### src/rtl/wrr_arbiter.sv
// Weighted round-robin arbiter: each owner may hold the grant for up to w_eff
// consecutive cycles while others wait, with zero-bubble hand-over.
module wrr_arbiter #(
  parameter  int N   = 4,
  parameter  int WW  = 4,
  localparam int IDW = $clog2(N)
) (
  input  logic              clk,
  input  logic              rstn,
  input  logic [N-1:0]      req,
  input  logic [N*WW-1:0]   weight,
  output logic [N-1:0]      gnt,
  output logic [IDW-1:0]    gnt_id,
  output logic              gnt_valid
);

  typedef enum logic {S_IDLE, S_GRANT} state_t;

  state_t          state_q, state_d;
  logic [N-1:0]    gnt_q, gnt_d;
  logic [IDW-1:0]  gnt_id_q, gnt_id_d;
  logic [WW-1:0]   credit_q, credit_d;
  logic [IDW-1:0]  last_owner_q, last_owner_d;

  logic            hi_any, lo_any;
  logic [IDW-1:0]  hi_idx, lo_idx, win;
  logic [N-1:0]    win_onehot;
  logic            owner_req, others, release_grant, credit_last;

  // Weight field k, with zero promoted to one.
  function automatic logic [WW-1:0] weff(input logic [IDW-1:0] k,
                                         input logic [N*WW-1:0] w);
    logic [WW-1:0] f;
    f = '0;
    for (int i = 0; i < N; i++) begin
      if (k == IDW'(i)) f = w[i*WW +: WW];
    end
    return (f == '0) ? WW'(1) : f;
  endfunction

  // Circular scan starting just after last_owner: prefer the lowest requester
  // above last_owner, otherwise wrap to the lowest at or below it.
  always_comb begin
    hi_any = 1'b0;
    lo_any = 1'b0;
    hi_idx = '0;
    lo_idx = '0;
    for (int i = N - 1; i >= 0; i--) begin
      if (req[i]) begin
        if (i > int'(last_owner_q)) begin
          hi_any = 1'b1;
          hi_idx = IDW'(i);
        end else begin
          lo_any = 1'b1;
          lo_idx = IDW'(i);
        end
      end
    end
    win        = hi_any ? hi_idx : lo_idx;
    win_onehot = '0;
    win_onehot[win] = 1'b1;
  end

  assign owner_req     = |(req & gnt_q);
  assign others        = |(req & ~gnt_q);
  assign credit_last   = (credit_q == WW'(1));
  assign release_grant = !owner_req || (credit_last && others);

  always_comb begin
    state_d      = state_q;
    gnt_d        = gnt_q;
    gnt_id_d     = gnt_id_q;
    credit_d     = credit_q;
    last_owner_d = last_owner_q;
    case (state_q)
      S_IDLE: begin
        if (|req) begin
          state_d      = S_GRANT;
          gnt_d        = win_onehot;
          gnt_id_d     = win;
          credit_d     = weff(win, weight);
          last_owner_d = win;
        end
      end
      S_GRANT: begin
        if (release_grant) begin
          if (req == '0) begin
            state_d = S_IDLE;
            gnt_d   = '0;
          end else begin
            // last_owner equals the current owner here, so the scan visits it last.
            gnt_d        = win_onehot;
            gnt_id_d     = win;
            credit_d     = weff(win, weight);
            last_owner_d = win;
          end
        end else if (credit_last) begin
          credit_d = weff(gnt_id_q, weight);
        end else begin
          credit_d = credit_q - WW'(1);
        end
      end
      default: begin
        state_d = S_IDLE;
        gnt_d   = '0;
      end
    endcase
  end

  always_ff @(posedge clk or negedge rstn) begin
    if (!rstn) begin
      state_q      <= S_IDLE;
      gnt_q        <= '0;
      gnt_id_q     <= '0;
      credit_q     <= '0;
      last_owner_q <= IDW'(N - 1);
    end else begin
      state_q      <= state_d;
      gnt_q        <= gnt_d;
      gnt_id_q     <= gnt_id_d;
      credit_q     <= credit_d;
      last_owner_q <= last_owner_d;
    end
  end

  assign gnt       = gnt_q;
  assign gnt_id    = gnt_id_q;
  assign gnt_valid = |gnt_q;

endmodule

### config.mk
export PLATFORM = sky130hd
export DESIGN_NAME = wrr_arbiter
export DESIGN_NICKNAME = d
export VERILOG_FILES = /design/src/rtl/wrr_arbiter.sv
export SDC_FILE = /design/constraint.sdc
export NUM_CORES = 1
export LEC_CHECK = 0
export ABC_AREA = 1
export BUFFER_PORTS_ARGS = -buffer_cell sky130_fd_sc_hd__buf_2
export CORE_MARGIN = 2
export CORE_UTILIZATION = 42
export CTS_CLUSTER_DIAMETER = 80
export DETAILED_ROUTE_END_ITERATION = 7
export PLACE_DENSITY_LB_ADDON = 0.15
export SLEW_MARGIN = 20
export SYNTH_ARGS = -nofsm -noshare
export SYNTH_HDL_FRONTEND = slang
export SYNTH_SLANG_ARGS = --single-unit
### constraint.sdc
create_clock -name clk -period 1.8 [get_ports clk]
set_input_delay 0.09 -clock clk [delete_from_list [all_inputs] [get_ports clk]]
set_output_delay 0.09 -clock clk [all_outputs]
set_load 0.02 [all_outputs]
==> run summary, run 1 <==
=================================================================================
Final hold viol count ..............................................            0
Top post-synthesis cells by area ................................... dfrtp_1 (26%), nand2_1 (14%), nand3_1 (10%)
Number of buffers on the longest clock path ........................            2
Antenna violations before repair ...................................            0
Via-to-Cell Ratio ..................................................         5.54
# fillers ..........................................................          236
Global-route wire length before repair .............................      5150 um
Routed length per placed instance ..................................      14.4 um
Leftover overflow at the end of global routing .....................            0
Antenna cells ......................................................            0
TritonCTS clock tree ...............................................         done
Min-delay src ......................................................   weight[13]
Count of standard-cell rows ........................................           18
Fmax achieved ......................................................      549 MHz
Number of setup violations in the final report .....................            1
Area of the placeable core .........................................     2430 um2
Max-capacitance violation count ....................................            0
Net count, final ...................................................          236
Required time reported for the critical path endpoint ..............      1.98 ns
Post-route antenna net violation count .............................            0
HPWL Detailed ......................................................      2560 um
Most instantiated library cell after synthesis .....................      nand2_1
Combinational share of power .......................................        69.6%
IR drop worst, VDD .................................................    0.00113 V
Via count of the first global-routing pass .........................         1169
Share of synthesized area occupied by flip-flops and latches .......        31.0%
Initial Util .......................................................        43.5%
GRT Total Usage ....................................................        24.3%
Post-Layout Inst Area ..............................................     1500 um2
Outcome ............................................................ finished with violations
Final Skew .........................................................   0.00219 ns
Share of layout cells above drive strength 1 .......................        36.0%
Switching power summed over all nets ...............................    0.00132 W
Cell type contributing the most total cell area after synthesis ....      dfrtp_1
Synth Flop Type ....................................................      dfrtp_1
Post-synthesis cell count ..........................................          161
Synth top cells by count ........................................... nand2_1 (40), inv_1 (25), nand3_1 (22)
Start of the worst register-to-register path ....................... last_owner_q[1]
Overall die area ...................................................     2930 um2
Portion of synthesized cell area occupied by the leading cell type .        26.0%
Number of synthesized flops with an enable pin .....................            0
1st-pass router iterations .........................................            4
Startpoint-to-endpoint class of the critical path ..................      reg2reg
Yosys cell types ...................................................           30
# placed instances .................................................          225
RSZ-0062 raised after global routing ...............................         true
RD Place Congestion ................................................        0.852
Internal Power .....................................................    0.00128 W
Clock slew seen by the registers of the worst setup and hold paths .      0.08 ns
Normalized max-slew margin .........................................        65.3%
Number of synthesized register bits ................................           13
Min-delay worst type ...............................................       in2reg
Switching Fraction .................................................        50.8%
Post-synth ARST share ..............................................         100%
Largest net degree at the start of global routing ..................           14
Count of final max-slew check failures .............................            0
# port buffers .....................................................           28
Hold WS ............................................................     0.192 ns
Worst Setup Slack, final ...........................................   -0.0207 ns
Syn Area/Cell ......................................................     6.57 um2
Initial DRC Count ..................................................           26
Crit end category ..................................................     register
Final clock period utilization by the worst path ...................         101%
Crit start category ................................................     register
Startpoint of the worst setup timing path .......................... last_owner_q[1]
Largest fanout of any net on the critical path .....................            5
Remaining design rule violation count ..............................            0
Clock latency on the worst-skew pair ...............................      0.28 ns
PnR Total Power ....................................................    0.00260 W
Mapped Nets ........................................................          185
Master cell of the clock root buffer ...............................     clkbuf_4
Leakage power ......................................................     0.781 nW
CP Data Arrival Time ...............................................      2.00 ns
Part of the total power dissipated in sequential elements ..........        23.2%
Total clock buffers created by CTS .................................            3
Non-filler cells, final ............................................          241
Post-layout minimum cycle time .....................................      1.82 ns
Die span in x ......................................................      54.2 um
Via count ..........................................................         1335
Wire length reported by the detailed router ........................      3470 um
Transition at the pin with the smallest max-transition slack .......     0.518 ns
Area Overhead vs Synth .............................................        42.1%
Total power per unit cell area .....................................  1730 nW/um2
I/O pin count ......................................................           29
Die extent in y ....................................................      54.2 um
Yosys warns ........................................................            0
Part of the total power dissipated in the clock network ............         7.2%
Violated checks .................................................... negative setup slack
Clock tree sinks ...................................................           13
Post-DP Area .......................................................     1280 um2
Clock H-tree levels ................................................            1
Area of the mapped netlist .........................................     1060 um2
=================================================================================
==> worst max-delay path, cell delays in order (launching register included) <==
cell and delay, ns:
dfstp_2 0.60, nand2_2 0.09, nand2_4 0.07, inv_2 0.04
a21oi_4 0.22, buf_4 0.15, nand4_1 0.11, nand3_2 0.13
nand2_1 0.07, nand3_1 0.07, nand2_1 0.05, nand2_1 0.05
nand2_1 0.05
==> path summary, 6_finish.rpt <==
| path | to | slack [ns] | cells past startpoint |
|---|---|---|---|
| worst min register to register | credit_q[1] | 0.54 | 2 |
| max in group asynchronous | last_owner_q[0] | 1.30 | 2 |
| min in group asynchronous | gnt[0] | 0.22 | 2 |
| worst min-delay path | credit_q[1] | 0.19 | 5 |
| worst max-delay path | credit_q[0] | -0.02 | 12 |
| worst max register to register | credit_q[0] | -0.02 | 12 |
==> cell type report <==
type	count	area [um2]	share of cell area [%]
multi-input combinational	121	718	47.8
sequential	13	328	21.8
timing repair buffer	47	293	19.5
inverter	26	100	6.66
tap	30	37.5	2.50
clock buffer	4	26.3	1.75
==> power by group through the flow <==
stage,sequential (W),combinational [W],clock [W]
3_3_place_gp,0.000585,0.00137,0
4_1_cts,0.000593,0.00168,0.000186
2_1_floorplan,0.000612,0.000945,0
6_report,0.000604,0.00181,0.000186
3_5_place_dp,0.000598,0.00142,0
5_1_grt,0.000621,0.00199,0.000207
==> stage by stage <==
stage | TNS [ns] | setup slack (ns) | utilization (%)
floorplan | 0 | 0.174 | -
global placement | 0 | 0.0423 | 52.6
detailed placement | -0.142 | -0.0819 | 52.6
CTS | 0 | 0.0114 | 59.5
global route | -0.340 | -0.169 | 61.8
finish | -0.0207 | -0.0207 | 61.8
==> cell families after synthesis <==
group / after synthesis / synth area share [%]
XOR/XNOR: 1 / 0.829
buffers and inverters: 28 / 10.7
adder cells (fa/ha/maj): 2 / 2.37
AND/OR/NAND/NOR: 80 / 34.7
flip-flops: 13 / 31.0
AO/OA/AOI/OAI: 37 / 20.5
==> registers in the layout, summed over array words and instances (netlist names) <==
signal,cells
state_q,1
last_owner_q,2
credit_q,4
gnt,4
gnt_id,2
==> timing repair <==
item	in CTS	in global routing
gates cloned	1	0
gates resized for setup	19	9
hold buffers	1	0
buffers inserted	7	3
pin swaps	13	11
hold endpoints to repair	13	0
setup endpoints to repair	2	5
==> layer usage <==
metal / up-vias / global-route usage, % / wire (um)
met4: 0 / 12.1 / 52
li1: 646 / - / -
met1: 629 / 30.2 / 1450
met3: 5 / 1.67 / 202
met5: - / 0 / 0
met2: 55 / 42.0 / 1760
==> placed cells by master (no fill, tap or decap), types with 2 or more instances in the layout <==
master	Yosys	final
buf_6	1	2
o21ai_0	11	11
nand2_4	0	4
dfrtp_1	11	11
a21oi_1	9	8
clkbuf_4	0	3
o21ai_1	5	4
nand4_1	4	4
buf_4	0	16
ha_1	2	2
dfstp_2	2	2
buf_2	0	28
nand3_2	0	2
nand2_2	3	5
nand2_1	40	35
inv_2	1	4
nand3_1	22	20
inv_1	25	21
nor2_4	1	3
o22ai_1	3	3
nor2_1	5	4
No activity file was read; power rests on OpenSTA's default activity.
==> run 2, diff against run 1 <==
BUFFER_PORTS_ARGS = not set   (was -buffer_cell sky130_fd_sc_hd__buf_2)
DONT_BUFFER_PORTS = 1   (was not set)
==> run 2 against run 1 <==
Sequential power down 5.5%. Wire length fell by 13%. Clock skew down 0.00070 ns. The run now ends clean. Largest power group unchanged. Design area down 10%. First-iteration DRC count increased by 19%. Sequential share of layout area increased by 2.5 points. Clock power is essentially flat. Non-clock buffer count shrank 26. Critical path type unchanged. Global-route usage fell by 1.7 points.
==> run summary, run 2 (synthesized netlist as in run 1, its figures left out) <==
=====================================================================================
Outcome ................................................................ finished clean
Crit end category ......................................................     register
Switching power summed over all nets ...................................    0.00121 W
Commonest cells after routing, fill and taps aside ..................... nand2_1 (35), inv_1 (22), nand3_1 (19), buf_4 (19), dfrtp_1 (11)
Global-route wire length before repair .................................      4810 um
Wire length reported by the detailed router ............................      3010 um
Total clock buffers created by CTS .....................................            3
Non-filler cells, final ................................................          214
Cell family contributing the most delay on the critical path ...........   flip-flops
Count of standard-cell rows ............................................           18
Via count ..............................................................         1183
Area of the placeable core .............................................     2430 um2
Min-delay worst type ...................................................       in2reg
Crit start category ....................................................     register
Clock H-tree levels ....................................................            1
Required time reported for the critical path endpoint ..................      1.98 ns
Transition at the pin with the smallest max-transition slack ...........     0.644 ns
GRT Total Usage ........................................................        22.6%
Final hold viol count ..................................................            0
Final clock period utilization by the worst path .......................        98.2%
Buffer and inverter count on the worst path ............................            4
Critical-path cell with the highest stage delay ........................      dfstp_2
Most frequent standard cell in the layout excluding fill and tap cells .      nand2_1
Leakage power ..........................................................     0.671 nW
# port buffers .........................................................            0
Die span in x ..........................................................      54.2 um
Startpoint-to-endpoint class of the critical path ......................      reg2reg
Area Overhead vs Synth .................................................        27.5%
Antenna cells ..........................................................            0
RD Place Congestion ....................................................        0.854
1st-pass router iterations .............................................            4
Total power per unit cell area .........................................  1820 nW/um2
Antenna violations before repair .......................................            0
Die extent in y ........................................................      54.2 um
Fmax achieved ..........................................................      565 MHz
Internal Power .........................................................    0.00124 W
Critical path depth in cells ...........................................           14
CP Data Arrival Time ...................................................      1.94 ns
Number of buffers on the longest clock path ............................            2
Post-layout utilization of the core ....................................        55.4%
Count of final max-slew check failures .................................            0
Clock slew seen by the registers of the worst setup and hold paths .....      0.08 ns
Clock tree sinks .......................................................           13
Top cell by count, worst path ..........................................      nand2_1
Number of setup violations in the final report .........................            0
Via count of the first global-routing pass .............................         1141
Final Skew .............................................................   0.00149 ns
Largest net degree at the start of global routing ......................           14
Routed length per placed instance ......................................      14.0 um
Worst path cell trace .................................................. inv_2 -> nand2_2 -> nand2_2 -> inv_1 -> a21oi_1 -> buf_4 -> nor2_2 -> nand2_1 -> o211ai_1 -> nand2_1 -> inv_1 -> nand2_1 -> nand2_1 -> nand2_1
TritonCTS clock tree ...................................................         done
Via-to-Cell Ratio ......................................................         5.53
# placed instances .....................................................          204
Initial Util ...........................................................        43.5%
Overall die area .......................................................     2930 um2
I/O pin count ..........................................................           29
RSZ-0062 raised after global routing ...................................         true
Initial DRC Count ......................................................           31
Setup_tns ..............................................................         0 ns
Post-layout minimum cycle time .........................................      1.77 ns
Switching Fraction .....................................................        49.4%
HPWL Detailed ..........................................................      2300 um
Part of the total power dissipated in sequential elements ..............        23.3%
Normalized max-slew margin .............................................        57.0%
Part of the total power dissipated in the clock network ................         7.7%
Share of layout cells above drive strength 1 ...........................        26.6%
Leftover overflow at the end of global routing .........................            0
Clock latency on the worst-skew pair ...................................      0.28 ns
Max-capacitance violation count ........................................            0
Largest fanout of any net on the critical path .........................            6
Largest incremental delay on the critical path .........................      0.60 ns
Master cell of the clock root buffer ...................................     clkbuf_4
Remaining design rule violation count ..................................            0
Combinational share of power ...........................................        68.9%
Post-route antenna net violation count .................................            0
Net count, final .......................................................          209
PnR Total Power ........................................................    0.00245 W
# fillers ..............................................................          248
IR drop worst, VDD .....................................................   0.000845 V
Number of cells on the worst hold path .................................            4
Worst reg2reg path depth ...............................................           14
=====================================================================================
==> run 2: cell count changes in the layout (fill, tap and decap cells not counted), sizes merged <==
cell / previous run / this run
nand2: 44 / 43
buf: 46 / 20
==> run 2: what timing repair did <==
| item | in CTS | in global routing |
|---|---|---|
| hold endpoints to repair | 13 | 0 |
| setup endpoints to repair | 2 | 8 |
| buffers inserted | 1 | 4 |
| pin swaps | 2 | 10 |
| hold buffers | 1 | 0 |
| gates resized for setup | 1 | 21 |
==> run 2: power by group through the flow <==
stage	clock network, W	logic, W	registers [W]
finish	0.000189	0.00169	0.000571
global route	0.000203	0.00190	0.000602
CTS	0.000194	0.00150	0.000561
detailed placement	0	0.00142	0.000564
global placement	0	0.00139	0.000558
floorplan	0	0.000945	0.000612
==> run 2: path summary, 6_finish.rpt <==
kind / start / end / slack [ns]
min in group asynchronous: rstn / gnt[2] / 0.27
worst min-delay path: weight[15] / credit_q[3] / 0.09
worst max-delay path: last_owner_q[1] / credit_q[0] / 0.03
worst min register to register: last_owner_q[0] / last_owner_q[0] / 0.51
max in group asynchronous: rstn / gnt[3] / 1.12
worst max register to register: last_owner_q[1] / credit_q[0] / 0.03
==> run 2: per-stage QoR <==
step	hold slack (ns)	instance area, um2	worst slack [ns]
2_1_floorplan	-0.206	1060	0.174
3_3_place_gp	-0.205	1190	0.0544
3_5_place_dp	-0.205	1190	-0.0125
4_1_cts	0.0753	1250	0.00619
5_1_grt	0.102	1350	-0.116
6_report	0.0933	1350	0.0315
==> run 2: worst reg2reg max path, delay by kind of cell, from the launching register on <==
kind / cells / cell delay [ns]
DFF: 1 / 0.60
and+or+nand+nor: 8 / 0.52
buffers and inverters: 4 / 0.36
AOI/OAI and AO/OA: 2 / 0.16
==> run 2: routing by layer <==
| metal | GRT usage, % | vias up | wire, um |
|---|---|---|---|
| met4 | 9.58 | 0 | 44 |
| met2 | 34.1 | 46 | 1340 |
| met1 | 32.3 | 540 | 1430 |
| met5 | 0 | - | 0 |
| li1 | - | 592 | - |
| met3 | 2.50 | 5 | 192 |
==> run 2: layout make-up <==
cell class,instances,area [um2],area share [%]
Inverter,26,97.6,7.24
Clock buffer,4,26.3,1.95
Multi-Input combinational cell,120,686,50.9
Sequential cell,13,328,24.3
Tap cell,30,37.5,2.79
Timing Repair Buffer,21,173,12.8
